File: src/rtl/spi_pkg.sv
// spi_pkg: shared constants and state type for the SPI responder
package spi_pkg;
  localparam int SPI_WIDTH = 16;
  localparam logic SPI_CPOL = 1'b0;
  localparam logic SPI_CPHA = 1'b0;
  typedef enum logic [1:0] {WAIT_IDLE, IDLE, SHIFT} state_e;
endpackage

File: src/rtl/spi_responder_if.sv
// spi_responder_if: SPI pins plus transmit/receive word handshake
interface spi_responder_if import spi_pkg::*; #(
  parameter int WIDTH = SPI_WIDTH
);
  logic sclk;
  logic cs_n;
  logic mosi;
  logic miso;
  logic [WIDTH-1:0] tx_data;
  logic tx_valid;
  logic tx_ready;
  logic [WIDTH-1:0] rx_data;
  logic rx_valid;
  logic frame_err;
  logic busy;
  modport master (
    output sclk, cs_n, mosi, tx_data, tx_valid,
    input  miso, tx_ready, rx_data, rx_valid, frame_err, busy
  );
  modport slave (
    input  sclk, cs_n, mosi, tx_data, tx_valid,
    output miso, tx_ready, rx_data, rx_valid, frame_err, busy
  );
endinterface

File: src/rtl/spi_responder_sync_edge.sv
// sync_edge: multi-flop synchronizer with registered rise/fall strobes
module sync_edge #(
  parameter int STAGES = 2
) (
  input  logic clk,
  input  logic reset,
  input  logic d_i,
  output logic rise_o,
  output logic fall_o
);
  logic [STAGES-1:0] sync_q;
  logic prev_q, rise_q, fall_q;
  // resetting to 0 makes a high input always produce a rise strobe once synchronized
  always_ff @(posedge clk) begin
    if (reset) begin
      sync_q <= '0;
      prev_q <= 1'b0;
      rise_q <= 1'b0;
      fall_q <= 1'b0;
    end else begin
      sync_q <= {sync_q[STAGES-2:0], d_i};
      prev_q <= sync_q[STAGES-1];
      rise_q <= sync_q[STAGES-1] & ~prev_q;
      fall_q <= ~sync_q[STAGES-1] & prev_q;
    end
  end
  assign rise_o = rise_q;
  assign fall_o = fall_q;
endmodule

File: src/rtl/spi_responder.sv
// spi_responder: mode-0 SPI responder on the system clock with one-word tx buffer
module spi_responder import spi_pkg::*; #(
  parameter int WIDTH = SPI_WIDTH,
  parameter int SYNC_STAGES = 2
) (
  input logic clk,
  input logic reset,
  spi_responder_if.slave bus
);
  localparam int CW = $clog2(WIDTH + 2);
  localparam logic [CW-1:0] FULL_CNT = CW'(WIDTH);
  localparam logic [CW-1:0] MAX_CNT = CW'(WIDTH + 1);
  state_e state_q, state_d;
  logic [WIDTH-1:0] buf_q, buf_d, tx_sh_q, tx_sh_d, rx_sh_q, rx_sh_d, rx_data_q, rx_data_d;
  logic [CW-1:0] cnt_q, cnt_d;
  logic full_q, full_d, miso_q, miso_d, rx_valid_q, rx_valid_d, frame_err_q, frame_err_d;
  logic [SYNC_STAGES-1:0] mosi_q;
  logic sclk_rise, sclk_fall, cs_rise, cs_fall, sample, launch, load, wr;
  sync_edge #(.STAGES(SYNC_STAGES)) u_sclk (
    .clk(clk), .reset(reset), .d_i(bus.sclk), .rise_o(sclk_rise), .fall_o(sclk_fall)
  );
  sync_edge #(.STAGES(SYNC_STAGES)) u_cs (
    .clk(clk), .reset(reset), .d_i(bus.cs_n), .rise_o(cs_rise), .fall_o(cs_fall)
  );
  assign sample = (SPI_CPOL ^ SPI_CPHA) ? sclk_fall : sclk_rise;
  assign launch = (SPI_CPOL ^ SPI_CPHA) ? sclk_rise : sclk_fall;
  assign load = (state_q == IDLE) && cs_fall;
  assign wr = bus.tx_valid && !full_q;
  // mosi only needs a synchronized level, sampled on the sclk strobe
  always_ff @(posedge clk) begin
    if (reset) mosi_q <= '0;
    else mosi_q <= {mosi_q[SYNC_STAGES-2:0], bus.mosi};
  end
  // frame sequencing; the load sees the pre-write buffer, a same-cycle write stays buffered
  always_comb begin
    state_d = state_q;
    buf_d = wr ? bus.tx_data : buf_q;
    full_d = wr | (full_q & ~load);
    tx_sh_d = tx_sh_q;
    rx_sh_d = rx_sh_q;
    rx_data_d = rx_data_q;
    cnt_d = cnt_q;
    rx_valid_d = 1'b0;
    frame_err_d = 1'b0;
    case (state_q)
      WAIT_IDLE: state_d = cs_rise ? IDLE : WAIT_IDLE;
      IDLE: begin
        if (cs_fall) begin
          state_d = SHIFT;
          tx_sh_d = full_q ? buf_q : '0;
          rx_sh_d = '0;
          cnt_d = '0;
        end
      end
      SHIFT: begin
        if (cs_rise) begin
          state_d = IDLE;
          rx_valid_d = cnt_q == FULL_CNT;
          frame_err_d = cnt_q != FULL_CNT;
          rx_data_d = (cnt_q == FULL_CNT) ? rx_sh_q : rx_data_q;
        end else if (sample) begin
          rx_sh_d = {rx_sh_q[WIDTH-2:0], mosi_q[SYNC_STAGES-1]};
          cnt_d = (cnt_q == MAX_CNT) ? cnt_q : cnt_q + 1'b1;
        end else if (launch && cnt_q != '0) begin
          tx_sh_d = {tx_sh_q[WIDTH-2:0], 1'b0};
        end
      end
      default: state_d = WAIT_IDLE;
    endcase
    miso_d = (state_d == SHIFT) ? tx_sh_d[WIDTH-1] : 1'b0;
  end
  // state registers
  always_ff @(posedge clk) begin
    if (reset) begin
      state_q <= WAIT_IDLE;
      buf_q <= '0;
      full_q <= 1'b0;
      tx_sh_q <= '0;
      rx_sh_q <= '0;
      rx_data_q <= '0;
      cnt_q <= '0;
      miso_q <= 1'b0;
      rx_valid_q <= 1'b0;
      frame_err_q <= 1'b0;
    end else begin
      state_q <= state_d;
      buf_q <= buf_d;
      full_q <= full_d;
      tx_sh_q <= tx_sh_d;
      rx_sh_q <= rx_sh_d;
      rx_data_q <= rx_data_d;
      cnt_q <= cnt_d;
      miso_q <= miso_d;
      rx_valid_q <= rx_valid_d;
      frame_err_q <= frame_err_d;
    end
  end
  assign bus.miso = miso_q;
  assign bus.tx_ready = ~full_q;
  assign bus.rx_data = rx_data_q;
  assign bus.rx_valid = rx_valid_q;
  assign bus.frame_err = frame_err_q;
  assign bus.busy = state_q == SHIFT;
endmodule

File: src/flat_wrapper.sv
// flat-port wrapper written by rule: the top's interface ports become plain ports
module spi_responder_flat import spi_pkg::*;
#(
  parameter int WIDTH = SPI_WIDTH,
  parameter int SYNC_STAGES = 2
)
  (clk, reset, bus_sclk, bus_cs_n, bus_mosi, bus_tx_data, bus_tx_valid, bus_miso, bus_tx_ready, bus_rx_data, bus_rx_valid, bus_frame_err, bus_busy);
  spi_responder_if #(.WIDTH(WIDTH)) bus_i ();
  input logic clk;
  input logic reset;
  input wire logic [$bits(bus_i.sclk)-1:0] bus_sclk;
  input wire logic [$bits(bus_i.cs_n)-1:0] bus_cs_n;
  input wire logic [$bits(bus_i.mosi)-1:0] bus_mosi;
  input wire logic [$bits(bus_i.tx_data)-1:0] bus_tx_data;
  input wire logic [$bits(bus_i.tx_valid)-1:0] bus_tx_valid;
  output wire logic [$bits(bus_i.miso)-1:0] bus_miso;
  output wire logic [$bits(bus_i.tx_ready)-1:0] bus_tx_ready;
  output wire logic [$bits(bus_i.rx_data)-1:0] bus_rx_data;
  output wire logic [$bits(bus_i.rx_valid)-1:0] bus_rx_valid;
  output wire logic [$bits(bus_i.frame_err)-1:0] bus_frame_err;
  output wire logic [$bits(bus_i.busy)-1:0] bus_busy;
  assign bus_i.sclk = bus_sclk;
  assign bus_i.cs_n = bus_cs_n;
  assign bus_i.mosi = bus_mosi;
  assign bus_i.tx_data = bus_tx_data;
  assign bus_i.tx_valid = bus_tx_valid;
  assign bus_miso = bus_i.miso;
  assign bus_tx_ready = bus_i.tx_ready;
  assign bus_rx_data = bus_i.rx_data;
  assign bus_rx_valid = bus_i.rx_valid;
  assign bus_frame_err = bus_i.frame_err;
  assign bus_busy = bus_i.busy;
  spi_responder #(.WIDTH(WIDTH), .SYNC_STAGES(SYNC_STAGES)) u_core (.clk(clk), .reset(reset), .bus(bus_i));
endmodule
File: config.mk
export PLATFORM = sky130hd
export DESIGN_NAME = spi_responder_flat
export DESIGN_NICKNAME = d
export VERILOG_FILES = /design/src/rtl/spi_pkg.sv /design/src/rtl/spi_responder_if.sv /design/src/rtl/spi_responder_sync_edge.sv /design/src/rtl/spi_responder.sv /design/src/flat_wrapper.sv
export SDC_FILE = /design/constraint.sdc
export NUM_CORES = 1
export LEC_CHECK = 0
export CORE_ASPECT_RATIO = 1.25
export CORE_UTILIZATION = 35
export CTS_BUF_LIST = sky130_fd_sc_hd__clkbuf_8
export CTS_CLUSTER_SIZE = 10
export DETAILED_ROUTE_END_ITERATION = 7
export DONT_BUFFER_PORTS = 1
export GPL_TIMING_DRIVEN = 0
export PLACE_DENSITY = 0.51
export SYNTH_ARGS = -nofsm -noshare
export SYNTH_HDL_FRONTEND = slang
export SYNTH_SLANG_ARGS = --single-unit
File: constraint.sdc
create_clock -name clk -period 1.7 [get_ports clk]
set_clock_uncertainty 0.15 [all_clocks]
set_input_delay 0.17 -clock clk [delete_from_list [all_inputs] [get_ports clk]]
set_output_delay 0.17 -clock clk [all_outputs]
set_load 0.02 [all_outputs]
* Word level (Yosys, flattened, before mapping)
Cells that the tools add are included.
Word-level totals: bits in registers 87, bits of input ports 22, logic and storage cells 80
Operators by class: mux-type cells 19, equality and inequality tests 12, add/sub/neg operators 1, bitwise operators 15, reduce and logical (&&, ||, !) cells 13
Operators by type and width (number):
- $mux W16 | 8
- $pmux W16 S2 | 2
- $mux W5 | 4
- $eq A5 B5 Y1 const B | 2
- $pmux W5 S2 | 1
- $reduce_and A5 Y1 | 2
- $not A1 Y1 | 9
- $ne A2 B2 Y1 const B | 4
- $pmux W2 S3 | 1
- $add A5 B1 Y5 const B | 1
- $and A1 B1 Y1 | 5
- $ne A5 B5 Y1 const B | 1
- $reduce_bool A5 Y1 | 1
- $eq A2 B2 Y1 const B | 2
- $mux W2 | 2
- $ne A2 B1 Y1 const B | 2
- $reduce_and A4 Y1 | 1
- $logic_and A1 B1 Y1 | 3
- $reduce_and A3 Y1 | 1
- $reduce_or A3 Y1 | 1
- $eq A2 B1 Y1 const B | 1
- $logic_not A2 Y1 | 1
- $reduce_bool A2 Y1 | 1
- $reduce_or A2 Y1 | 1
- other kinds (3) | 3

* Logic depth before layout (Yosys ltp)
word-level depth 6, depth in mapped cells 8, depth with buffers taken out 6

* Cells and area by module
From an unflattened synthesis, not the netlist that was laid out.
Unflattened totals: cells, all modules 374, area, all modules 3504.6 µm²
Modules (own cells, without submodules):
- spi_responder | seq. area each 1541.5 µm², area an instance 3236.9 µm², cells an instance 354, instances 1
- sync_edge | seq. area each 100.1 µm², area an instance 133.9 µm², cells an instance 10, instances 2

* Worst setup path before layout
OpenSTA, ideal clock, no wires.
path kind reg-to-reg, start reg u_core.state_q[0], end reg u_core.tx_sh_q[10], cell stages (with the launch flop) 9, required time 1430 ps, buffers on the path 2, setup time 120 ps, slack -338 ps, arrival time 1769 ps, cells stage by stage dfxtp_1 inv_1 ha_1 buf_4 or2_2 and2_1 nand4b_2 buf_2 o2bb2ai_1
On the way: longest elaborated chain between the ends 3
Ends and longest elaborated chain:
- start, declared | line spi_responder.sv:13 | state_e state_q, state_d;
- start signal, assigned | line spi_responder.sv:86 | state_q <= state_d;
- $eq A2 B2 Y1 (*)
- via bus_busy | line flat_wrapper.sv:21 | output wire logic [$bits(bus_i.busy)-1:0] bus_busy;
- $ne A2 B1 Y1 (no line), or another cell as far along
- $reduce_and A5 Y1 (no line)
- end signal, assigned | line spi_responder.sv:89 | tx_sh_q <= tx_sh_d;
- end, declared | line spi_responder.sv:14 | logic [WIDTH-1:0] buf_q, buf_d, tx_sh_q, tx_sh_d, rx_sh_q, rx_sh_d, rx_data_q, rx_data_d;
Mark *: on every way through the listed nets, which the timed path passes. The rest lies on a longest branch. A chain may end at the register's enable or synchronous reset.

* Final worst setup path
start reg u_core.state_q[0], end reg u_core.tx_sh_q[13]
The elaborated chain is that of the path after synthesis.

==> results.toml <==
[global_route]
grt_antenna_before_repair = 0
grtUsageMet3_pct = 4.20
grt_use_met1_pct = 19.3
top_usage_layer = "met2"
grt_pass1_wl_um = 13000
grt_max_degree = 15
track_usage_pct = 16.3
grt_pass1_vias = 2608
grt.overflow.total = 0
use_met2_pct = 27.5

[finish]
syn_to_final_growth_pct = 33.3
seq_area_um2 = 1750
mostFrequentLayoutCell = "dfxtp_1"
drive_above_1_share_pct = 28.0
antenna_cells = 0
multiInputGateArea_um2 = 1840
fin_area_um2 = 4560
layout.cells.most_common_list = "83 x dfxtp_1, 37 x nand2_1, 23 x a21oi_1"
fill_cells = 913
finalNetCount = 435
post-route-util_pct = 47.7

[logic_synthesis]
synth_edf_count = 0
ys_ff_latch = 87
synth_warnings = 0
syn_nets = 386
synth-main-ff-cell = "dfxtp_1"
syn_area_um2 = 3420
synth.distinct_cells = 47
synth.avg_cell_area_um2 = 9.59
synthCells = 357
async_flop_share_pct = 0
yosysTopAreaCell = "dfxtp_1"
synth_area_leaders = "dfxtp_1 51%, a21oi_1 5.8%, mux2i_1 4.7%"
ys_seq_area_share_pct = 50.9
synth_top_area_share_pct = 50.9

[setup_path]
crit_fanout = 10
slowest_delay_ns = 0.37
critPathKind = "flop to flop"
crit_buf_inv = 3
cp-end-kind = "flop"
crit_path_cell_trace = "inv_2, ha_4, buf_8, or2_4, and2_4, a21oi_4, buf_4, o2bb2ai_1"
arrival_ns = 2.00
worstSetupStartpointType = "flop"
cp_top_family = "simple AND/OR/NAND/NOR gates"
cp_slowest_cell = "dfxtp_2"
worstPathRequired_ns = 1.85

[detailed_routing]
firstDrtPassIters = 4
vias = 2696
drtIter0Drc = 105
avgRoutedWirePerCell_um = 14.8
drtAntennaViolNets = 0
drc = 0
finalWirelength_um = 7950
vias_per_cell = 5.02

[power_and_ir_drop]
power_density_nw_per_um2 = 823
ir_drop_mv = 0.455
p_leak_uw = 0.00154
totalPowerFinal_uw = 3750

[clock_tree]
cts_made_buffers = 9
clock_latency_ns = 0.36
cts.root.buffer_cell = "clkbuf_8"
cts_tree = "yes"
clkSinkCount = 87
ctsHtreeMaxLevel = 3
clk_pin_slew_ns = 0.09
clk_path_buf_depth = 2

[outcome]
status = "finished with violations"
violations = "negative setup slack"

[die]
die_w_um = 90.5
coreArea_um2 = 9560
num_rows = 40
start_util_pct = 35.8
dieHeight_um = 113
die_area_um2 = 10200
io_pins = 43

[sta]
setup_viol = 49
max_slew_margin_pct = 61.1
whs_ns = 0.0889
layout_setup_ws_ns = -0.151
rsz0062_at_grt = "yes"
slew_viol_final = 0
timing.final.crit_share_pct = 109
fin_crit_ns = 1.85
tightest_slew_ns = 0.582
fmax_ghz = 0.540
final_hold_viol_count = 0

[place]
place_hpwl_um = 5080
place_area_um2 = 3620
pre_cts_slack_ns = -0.488
io_buffers = 0
gp_congestion = 0.761

[job]
max-cap-violations = 0

[min_path]
min_path_type = "primary input to flop"
==> synthesized netlist by cell type, types with 2 or more instances <==
cell	n
mux2i_1	16
a211oi_1	2
buf_2	2
nand2b_1	19
inv_1	7
a22oi_1	14
nand4_1	3
o211a_1	2
nor3_1	2
o2bb2ai_1	14
nand2_1	38
a21oi_1	40
nand3_1	17
or3_1	2
o21ai_0	7
nor2_1	19
dfxtp_1	87
buf_1	4
clkbuf_1	15
nor2b_1	11
ha_1	7
buf_6	2
nor3b_1	3
==> worst register-to-register path, delay by kind of cell, from the launching register on <==
| family | cells | cell delay, ns |
|---|---|---|
| AND/OR/NAND/NOR | 2 | 0.42 |
| flip-flops | 1 | 0.37 |
| buffers and inverters | 3 | 0.37 |
| adder cells (fa/ha/maj) | 1 | 0.19 |
| AO/OA/AOI/OAI | 2 | 0.29 |
==> cells by family after synthesis <==
logic type	count (synthesis)	share of synthesized area [%]
adders and majority gates	7	2.56
DFF	87	50.9
and+or+nand+nor	127	20.2
AOI/OAI and AO/OA	89	17.6
muxes	16	4.68
buffers and inverters	31	4.02
==> repair_timing <==
action,CTS,global route
endpoints found under the setup margin,55,65
cloned,3,2
buffers inserted,11,5
hold buffers,20,0
resized for setup,50,41
endpoints found under the hold margin,20,0
pin swaps,5,5
==> final cells by class <==
type,count,share of cell area (%)
multi-input cells,239,40.4
flip-flops and latches,87,38.3
repair buffers,40,8.63
plain buffers,22,4.00
well taps,126,3.45
clock buffers,11,3.32
clock inverters,5,1.23
inverters,7,0.685
==> flip-flops by register name, summed over array words and instances (netlist names) <==
name                  flops
u_core.buf_q             16
u_core.bus.rx_data       16
u_core.rx_sh_q           16
u_core.tx_sh_q           16
u_core.cnt_q              5
u_core.mosi_q             2
u_core.state_q            2
u_core.u_cs.sync_q        2
u_core.u_sclk.sync_q      2
u_core.bus.frame_err      1
u_core.bus.miso           1
u_core.bus.rx_valid       1
u_core.full_q             1
u_core.u_cs.fall_o        1
u_core.u_cs.prev_q        1
u_core.u_cs.rise_o        1
u_core.u_sclk.fall_o      1
u_core.u_sclk.prev_q      1
u_core.u_sclk.rise_o      1
==> report_power, final <==
group	internal [uW]	switching, uW
clock network	756	723
registers	2070	18.9
logic	86.6	102
==> final timing paths <==
kind / start / to / slack (ns) / depth (start not counted)
setup reg to reg: u_core.state_q[0]$_SDFF_PP0_ / u_core.tx_sh_q[13]$_SDFFE_PP0P_ / -0.15 / 8
setup / recovery: u_core.state_q[0]$_SDFF_PP0_ / u_core.tx_sh_q[13]$_SDFFE_PP0P_ / -0.15 / 8
hold / removal: reset / u_core.u_cs.prev_q$_SDFF_PP0_ / 0.09 / 2
hold reg to reg: u_core.u_cs.prev_q$_SDFF_PP0_ / u_core.u_cs.rise_o$_SDFF_PP0_ / 0.26 / 1
==> through the flow <==
stage | TNS [ns] | std cells
after floorplan | -0.717 | 357
after global placement | -16.32 | 483
after detailed placement | -17.23 | 483
after CTS | -4.42 | 531
after global routing | -7.36 | 537
final | -4.41 | 537
==> routing by layer <==
| layer | vias up | wire, um |
|---|---|---|
| met5 | - | 0 |
| met4 | 0 | 125 |
| met3 | 8 | 291 |
| met2 | 44 | 4030 |
| met1 | 1289 | 3510 |
| li1 | 1355 | - |
Note: power is estimated with default switching activity, not from simulation.
